`src/rtl/fetch_stage.sv`:
```
// IF stage of the RV32I pipeline: owns the PC, issues single-outstanding I-cache reads,
// and feeds the IF/ID register through a one-entry skid buffer with EX-redirect flushing.
module fetch_stage #(
  parameter logic [31:0] RESET_PC = 32'h0000_0060
) (
  input  logic        clk,
  input  logic        rst,
  output logic        inst_read,
  output logic [31:0] inst_addr,
  input  logic [31:0] inst_rdata,
  input  logic        inst_resp,
  input  logic        id_stall,
  input  logic        redirect_valid,
  input  logic [31:0] redirect_pc,
  output logic        if_valid,
  output logic [31:0] if_pc,
  output logic [31:0] if_ir
);

  localparam int unsigned XLEN = 32;
  localparam logic [XLEN-1:0] NOP = XLEN'(32'h0000_0013);

  typedef enum logic {
    S_REQ     = 1'b0,
    S_DISCARD = 1'b1
  } state_e;

  state_e          state_q, state_d;
  logic [XLEN-1:0] pc_q, pc_d;
  logic [XLEN-1:0] pend_pc_q, pend_pc_d;
  logic            inflight_q, inflight_d;
  logic            skid_full_q, skid_full_d;
  logic [XLEN-1:0] skid_pc_q, skid_pc_d;
  logic [XLEN-1:0] skid_ir_q, skid_ir_d;
  logic            if_valid_q, if_valid_d;
  logic [XLEN-1:0] if_pc_q, if_pc_d;
  logic [XLEN-1:0] if_ir_q, if_ir_d;
  logic [XLEN-1:0] redir_pc;

  assign redir_pc = redirect_pc & ~XLEN'(3);

  // State register
  always_ff @(posedge clk) begin
    if (rst) state_q <= S_REQ;
    else     state_q <= state_d;
  end

  // Datapath registers
  always_ff @(posedge clk) begin
    if (rst) begin
      pc_q        <= RESET_PC;
      pend_pc_q   <= '0;
      inflight_q  <= 1'b0;
      skid_full_q <= 1'b0;
      skid_pc_q   <= '0;
      skid_ir_q   <= '0;
      if_valid_q  <= 1'b0;
      if_pc_q     <= '0;
      if_ir_q     <= NOP;
    end else begin
      pc_q        <= pc_d;
      pend_pc_q   <= pend_pc_d;
      inflight_q  <= inflight_d;
      skid_full_q <= skid_full_d;
      skid_pc_q   <= skid_pc_d;
      skid_ir_q   <= skid_ir_d;
      if_valid_q  <= if_valid_d;
      if_pc_q     <= if_pc_d;
      if_ir_q     <= if_ir_d;
    end
  end

  // Next-state: redirect first, then stale-read drain, then normal delivery
  always_comb begin
    state_d     = state_q;
    pc_d        = pc_q;
    pend_pc_d   = pend_pc_q;
    inflight_d  = inst_read & ~inst_resp;
    skid_full_d = skid_full_q;
    skid_pc_d   = skid_pc_q;
    skid_ir_d   = skid_ir_q;
    if_valid_d  = if_valid_q;
    if_pc_d     = if_pc_q;
    if_ir_d     = if_ir_q;

    if (redirect_valid) begin
      if_valid_d  = 1'b0;
      skid_full_d = 1'b0;
      if (state_q == S_DISCARD) begin
        if (inst_resp) begin
          pc_d    = redir_pc;
          state_d = S_REQ;
        end else begin
          pend_pc_d = redir_pc;
        end
      end else if (inflight_q && !inst_resp) begin
        pend_pc_d = redir_pc;
        state_d   = S_DISCARD;
      end else begin
        pc_d = redir_pc;
      end
    end else if (state_q == S_DISCARD) begin
      if (inst_resp) begin
        pc_d    = pend_pc_q;
        state_d = S_REQ;
      end
    end else begin
      if (!id_stall || !if_valid_q) if_valid_d = 1'b0;
      if (skid_full_q && !id_stall) begin
        if_valid_d  = 1'b1;
        if_pc_d     = skid_pc_q;
        if_ir_d     = skid_ir_q;
        skid_full_d = 1'b0;
      end
      if (inst_resp) begin
        pc_d = pc_q + XLEN'(4);
        if (if_valid_q && id_stall) begin
          skid_full_d = 1'b1;
          skid_pc_d   = pc_q;
          skid_ir_d   = inst_rdata;
        end else begin
          if_valid_d = 1'b1;
          if_pc_d    = pc_q;
          if_ir_d    = inst_rdata;
        end
      end
    end
  end

  // Outputs: a full skid suppresses new reads; a stale read keeps its request up
  always_comb begin
    inst_read = ~rst & ((state_q == S_DISCARD) | ~skid_full_q);
    inst_addr = pc_q;
    if_valid  = if_valid_q;
    if_pc     = if_pc_q;
    if_ir     = if_ir_q;
  end

endmodule

```
`config.mk`:
```
export PLATFORM = sky130hd
export DESIGN_NAME = fetch_stage
export DESIGN_NICKNAME = d
export VERILOG_FILES = /design/src/rtl/fetch_stage.sv
export SDC_FILE = /design/constraint.sdc
export NUM_CORES = 1
export LEC_CHECK = 0
export CAP_MARGIN = 5
export CORE_ASPECT_RATIO = 0.5
export CORE_MARGIN = 2
export CORE_UTILIZATION = 40
export DETAILED_ROUTE_END_ITERATION = 6
export GPL_TIMING_DRIVEN = 0
export SLEW_MARGIN = 40
export SYNTH_ARGS = -nofsm -noshare
export SYNTH_HDL_FRONTEND = slang
export SYNTH_SLANG_ARGS = --single-unit
```
`constraint.sdc`:
```
create_clock -name clk -period 5.3 [get_ports clk]
set_input_delay 0.795 -clock clk [delete_from_list [all_inputs] [get_ports clk]]
set_output_delay 0.795 -clock clk [all_outputs]
set_load 0.1 [all_outputs]
```
==> metrics.md, run 1 <==
| Metric | Value |
|---|---|
| WL final | `30.2 mm` |
| Post CTS Setup Buffer Count | `0` |
| CTS root buffer | `clkbuf_16` |
| Total track usage | `27.0%` |
| Vias in the first global route | `a little over 8000` |
| Worst-path fanout max | `10` |
| Die X | `between 200 and 250 um` |
| Post-route setup TNS | `0 ns` |
| Grt total ovfl | `0` |
| Seq/Total Area, Yosys | `44.3%` |
| Primary FF master, synth | `dfxtp_1` |
| Max Slew Vio Count | `0` |
| Post-synth EDFFs | `0` |
| Status | `finished, final reports clean` |
| Setup-failing EPs final | `0` |
| Crit path launch type | `primary input` |
| CP Class | `in2out` |
| Initial DRC count | `between 800 and 900` |
| Post-route DRC violation count | `0` |
| Routed Antenna Nets | `0` |
| Worst slew pin tran | `around 0.87 ns` |
| Total power | `3.71 mW` |
| I/O pins | `167` |
| Multi-input combinational cell area | `4340 um^2` |
| Num CTS Buffers | `17` |
| Die Ht | `between 100 and 150 um` |
| Initial antenna violation count | `0` |
| Final Critical Period | `around 3.4 ns` |
| Layout cells sized above 1 | `11.7%` |
| Lkg Pwr | `3.90 nW` |
| Hold-fix buffers, CTS | `0` |
| Share of the synthesized area in the top cell type | `between 40% and 50%` |
| Final HPWL DP | `21.8 mm` |
| Cell Pwr Density | `around 350 nW/um^2` |
| WL/cell | `19.1 um` |
| Leading area contributor after synthesis | `dfxtp_1` |
| Detailed-route via count | `8882` |
| Clock Tree Buf Depth | `2` |
| # rows | `37` |
| Fmax | `slightly below 300 MHz` |
| CP endpoint | `inst_read` |
| HP Class | `reg2reg` |
| Clk_skew | `0.0114 ns` |
| Register Area | `3800 um^2` |
| Initial Utilization | `41.3%` |
| Fraction of registers with async set/reset | `0%` |
| Via/cell ratio | `5.61` |
| #FFs+latches synth | `190` |
| Most common cell in the netlist | `nand2_1` |
| Synth unique cells | `58` |
| Worst reg2reg path depth | `7` |
| Mapped Area | `8580 um^2` |
| R2R Path Start | `state_q` |
| Clock insertion delay at the later pin of the skew report | `roughly 0.46 ns` |
| Sink Count | `190` |
| IO Port Bufs | `162` |
| Core area | `slightly above 20000 um^2` |
| First-pass GRT wire length | `46.4 mm` |
| TritonCTS clock tree | `done` |
| Largest net degree at the start of global routing | `17` |
| RD Place Congestion | `~0.87` |
| H-tree depth | `4` |
| Layout area overhead | `24.6%` |
| Fin nets | `1366` |
| VDD IR max | `roughly 0.17 mV` |
| Initial DRT Pass Iterations | `5` |
| Ranking of synthesized cells by area | `dfxtp_1, nand2_1, a21oi_1` |
| Worst setup EP type | `output port` |
| Reg clk slew, reported paths | `0.07 ns` |
| Top cells by count, synth | `nand2_1, dfxtp_1, a21oi_1` |
| # diodes | `0` |
| Unrepaired setup endpoints after global routing | `no` |
| Syn_area_per_cell | `7.70 um^2` |
| Critical R2R Capture | `inst_addr[12]` |
| Flop2flop setup slack | `2.89 ns` |
| Maxcap violations | `0` |
| Period utilization | `64.1%` |
| PostCTS Resize Cnt | `0` |
| Yosys warning count | `0` |
| Gate Count Post-Synth | `1114` |
| Relative slew margins | `42.2%` |
| Worst Path Required | `around 4.5 ns` |
| Data arrival, critical path | `2.60 ns` |
| Fillers | `2108` |
| Die area | `22700 um^2` |
| Hold Vio Cnt, Final | `0` |
| Crit path from | `rst` |
## critical path, cell delays in order
cell             delay (ns)
clkdlybuf4s50_1        0.41
clkbuf_1               0.27
clkbuf_2               0.37
a21oi_1                0.27
buf_2                  0.47
## final cells by class
| type | instances | area share [%] |
|---|---|---|
| Timing Repair Buffer | 162 | 10.7 |
| Multi-Input combinational cell | 814 | 40.6 |
| Clock inverter | 9 | 1.24 |
| Buffer | 106 | 4.00 |
| Tap cell | 273 | 3.19 |
| Sequential cell | 190 | 35.6 |
| Clock buffer | 23 | 4.56 |
| Inverter | 5 | 0.176 |
## per-stage QoR
stage | area [um^2] | hold WS, ns | util, % | cells | setup WS (ns)
after floorplan | 8590 | 0.431 | - | 1115 | 1.83
after global placement | 10600 | 0.437 | 50.8 | 1550 | 0.953
after detailed placement | 10100 | 0.444 | 48.4 | 1550 | 1.64
after CTS | 10700 | 0.453 | 51.4 | 1582 | 1.63
after global routing | 10700 | 0.471 | 51.4 | 1582 | 1.78
final | 10700 | 0.450 | 51.4 | 1582 | 1.90
## metal layers
layer / global-route usage [%] / part of all wire, % / wire length, um
met1: 38.0 / 47 / 14200
met3: 6.16 / 7.4 / 2220
met4: 9.05 / 1.5 / 466
met5: 0 / 0 / 0
met2: 40.6 / 44 / 13300
## power breakdown
group	leakage [nW]	total (mW)	switching (mW)	internal, mW
Sequential	1.55	1.54	0.0572	1.49
Combinational	2.05	0.794	0.622	0.172
Clock	0.299	1.37	0.578	0.793
## state kept, by name (all words and copies together), names as in the netlist
register     cells
if_ir           32
if_pc           32
skid_ir_q       32
inst_addr       30
pend_pc_q       30
skid_pc_q       30
if_valid         1
inflight_q       1
skid_full_q      1
state_q          1
## layout by cell type, fill, tap and decap left out, types with 5 or more instances in the layout
| cell | n |
|---|---|
| o211ai_1 | 11 |
| nor2_1 | 88 |
| o21a_1 | 5 |
| mux2i_1 | 8 |
| clkbuf_16 | 17 |
| nand3_1 | 13 |
| nand2b_1 | 5 |
| a211oi_1 | 71 |
| o22ai_1 | 5 |
| clkbuf_1 | 86 |
| a31oi_1 | 10 |
| nand4_1 | 9 |
| o21ai_1 | 14 |
| clkdlybuf4s50_1 | 66 |
| nor3b_1 | 6 |
| dfxtp_1 | 190 |
| nor3_1 | 9 |
| or3_1 | 63 |
| and3_1 | 14 |
| buf_2 | 109 |
| nand2_1 | 221 |
| a21oi_1 | 127 |
| o21ai_0 | 74 |
## worst min-delay path by stage
stage,cells past startpoint,endpoint,slack [ns],from
floorplan,2,pend_pc_q[18],0.43,pend_pc_q[18]
global placement,2,skid_pc_q[16],0.44,skid_pc_q[16]
detailed placement,2,skid_ir_q[2],0.44,skid_ir_q[2]
CTS,2,skid_pc_q[23],0.45,skid_pc_q[23]
global route,2,skid_pc_q[24],0.47,skid_pc_q[24]
finish,2,skid_ir_q[22],0.45,skid_ir_q[22]
## logic make-up (layout without fill, tap and decap cells)
family	Yosys count	count (layout)	synth area share (%)
other	1	2	0.0437
adders and majority gates	1	1	0.146
xor gates and xnor gates	6	6	0.612
muxes	8	8	0.933
AOI/OAI and AO/OA	344	344	24.0
and+or+nand+nor	453	453	24.8
DFF	190	190	44.3
buffers and inverters	111	305	5.17
(Power assumes the default switching activity.)
==> run 2, diff against run 1 <==
PLACE_DENSITY = 0.67   (was unset)
clock period = 2.9 ns   (was 5.3 ns; I/O delays follow)
==> run 2 against run 1 <==
Against the previous run:
- global-route usage shrank 1.0 points
- first-iteration DRC count decreased by 7.1%
- largest power group unchanged
- non-clock buffer count unchanged
- combinational power grew 83%
- cell area down 0.48%
- flip-flop and latch count stayed put
- count of clock-buffer cells in the layout down 5
- hold slack better by 0.0020 ns
- clock skew barely moved
- utilization fell by 0.25 points
- critical path depth rose by 2
- clock power up 71%
==> metrics.md, run 2 (synthesis results as in run 1) <==
| Metric | Value |
|---|---|
| Total track usage | `26.0% (-1.0 points)` |
| Post-route DRC violation count | `0 (unchanged)` |
| RD Place Congestion | `0.911 (+4.7%)` |
| Layout cells sized above 1 | `11.7% (about the same)` |
| Num CTS Buffers | `17 (unchanged)` |
| I/O pins | `167 (unchanged)` |
| Via/cell ratio | `5.64 (+0.40%)` |
| Clk_skew | `0.0118 ns (+0.000335 ns)` |
| Final HPWL DP | `21.6 mm (-0.89%)` |
| Sink Count | `190 (unchanged)` |
| Status | `finished, final reports clean` |
| Hold-fix buffers, CTS | `0 (unchanged)` |
| Most frequent cells in the layout | `nand2_1, dfxtp_1, a21oi_1` |
| Die area | `22700 um^2 (unchanged)` |
| Detailed-route via count | `8912 (+0.34%)` |
| Vias in the first global route | `8408 (+3.4%)` |
| First-pass GRT wire length | `45.4 mm (-2.2%)` |
| Delay-heaviest family, CP | `buffers and inverters` |
| Finished Layout Cells | `1581 (-0.063%)` |
| Worst path slowest cell | `buf_1` |
| Core area | `20800 um^2 (unchanged)` |
| # diodes | `0 (unchanged)` |
| Lkg Pwr | `3.87 nW (-0.79%)` |
| Flop2flop setup slack | `0.46 ns (-2.43 ns)` |
| HP Class | `reg2reg` |
| Crit-path max cell delay | `0.60 ns (+0.13 ns)` |
| R2R Path Start | `state_q` |
| Worst slew pin tran | `0.870 ns (+0.00363 ns)` |
| Critical R2R Capture | `if_ir[31]` |
| Reg clk slew, reported paths | `0.07 ns (about the same)` |
| WP buf/inv | `4 (unchanged)` |
| Post CTS Setup Buffer Count | `0 (unchanged)` |
| Routed Antenna Nets | `0 (unchanged)` |
| Hold Vio Cnt, Final | `0 (unchanged)` |
| IO Port Bufs | `162 (unchanged)` |
| WL final | `29.6 mm (-2.2%)` |
| Hold-critical path endpoint | `skid_pc_q[23]` |
| VDD IR max | `0.366 mV (+110%)` |
| Initial DRT Pass Iterations | `5 (unchanged)` |
| Clock insertion delay at the later pin of the skew report | `0.44 ns (-0.02 ns)` |
| Worst-path fanout max | `10 (unchanged)` |
| Relative slew margins | `42.0% (-0.24 points)` |
| Crit path launch type | `primary input` |
| H-tree depth | `4 (unchanged)` |
| Clock Tree Buf Depth | `2 (unchanged)` |
| Worst setup EP type | `flop` |
| Largest net degree at the start of global routing | `17 (unchanged)` |
| Unrepaired setup endpoints after global routing | `no` |
| Crit path cell chain | `clkdlybuf4s50_1 > clkbuf_1 > clkbuf_1 > buf_1 > o211ai_1 > o21ai_0 > a21oi_1` |
| Placed Cells | `1550 (unchanged)` |
| Initial DRC count | `827 (-7.1%)` |
| Data arrival, critical path | `3.00 ns (+0.40 ns)` |
| Commonest non-fill, non-tap cell in the layout | `nand2_1` |
| CTS root buffer | `clkbuf_16` |
| Hold Crit Depth | `2 (unchanged)` |
| HP Start | `skid_pc_q[23]` |
| Die Ht | `108 um (unchanged)` |
| Worst reg2reg path depth | `5 (-2)` |
| Max Slew Vio Count | `0 (unchanged)` |
| # rows | `37 (unchanged)` |
| CP Class | `in2reg` |
| Die X | `211 um (unchanged)` |
| Fmax | `368 MHz` |
| Initial Utilization | `41.3% (unchanged)` |
| Initial antenna violation count | `0 (unchanged)` |
| Crit path top cell by count | `clkbuf_1` |
| WL/cell | `18.7 um (-2.1%)` |
| Finished Cell Area | `10600 um^2 (-0.48%)` |
| Layout area overhead | `24.0%` |
| Setup-failing EPs final | `0 (unchanged)` |
| Worst Path Required | `3.19 ns (-1.32 ns)` |
| Grt total ovfl | `0 (unchanged)` |
| Maxcap violations | `0 (unchanged)` |
| Period utilization | `93.6%` |
| TritonCTS clock tree | `done` |
| Placed cell areas | `10100 um^2 (unchanged)` |
| PostCTS Resize Cnt | `0 (unchanged)` |
| Fin nets | `1366 (unchanged)` |
| Cell Pwr Density | `621 nW/um^2 (+79%)` |
| Final Critical Period | `2.72 ns` |
==> run 2: layer usage <==
layer  GRT usage (%)  routed length (um)
met1            35.4               13300
met2            41.0               13200
met3            5.19                2410
met4            9.05                 599
met5               0                   0
==> run 2: worst max-delay path by stage <==
stage	from	to	slack, ns	cells past startpoint
3_5_place_dp	id_stall	if_ir[7]	-0.21	7
5_1_grt	id_stall	if_pc[15]	0.01	7
6_report	redirect_valid	inst_addr[12]	0.18	7
4_1_cts	rst	inst_read	0.01	5
2_1_floorplan	rst	inst_read	0.15	3
3_3_place_gp	rst	inst_read	-0.67	5
==> run 2: tightest hold or removal path, stage by stage (launching register included) <==
cell     delay (ns)
dfxtp_1        0.31
nand2_1        0.05
a21oi_1        0.05
==> run 2: area by class of cell <==
class / count / area [um^2]
Sequential cell: 190 / 3800
Clock buffer: 18 / 429
Tap cell: 273 / 342
Timing Repair Buffer: 162 / 1140
Inverter: 5 / 18.8
Fill cell: 2070 / 10100
Clock inverter: 13 / 140
Buffer: 106 / 428
Multi-Input combinational cell: 814 / 4340
==> run 2: power by group <==
part / total, mW / internal (mW) / switching (mW)
registers: 2.82 / 2.72 / 0.104
clock network: 2.34 / 1.27 / 1.07
logic: 1.45 / 0.315 / 1.14
total: 6.61 / 4.30 / 2.31
==> run 2: through the flow <==
stage	power, mW	TNS, ns	hold WS [ns]	utilization, %	setup WS (ns)
after floorplan	3.92	0	0.431	-	0.151
after global placement	4.39	-7.93	0.437	50.8	-0.671
after detailed placement	4.32	-8.61	0.442	48.4	-0.208
after CTS	6.62	0	0.452	51.2	0.0102
after global routing	6.83	0	0.465	51.2	0.0144
final	6.61	0	0.452	51.2	0.185
==> run 3, diff against run 2 <==
TNS_END_PERCENT = 20   (was unset)
==> results of run 3 <==
Final layout, timing and power as in run 2 (identical DEF).
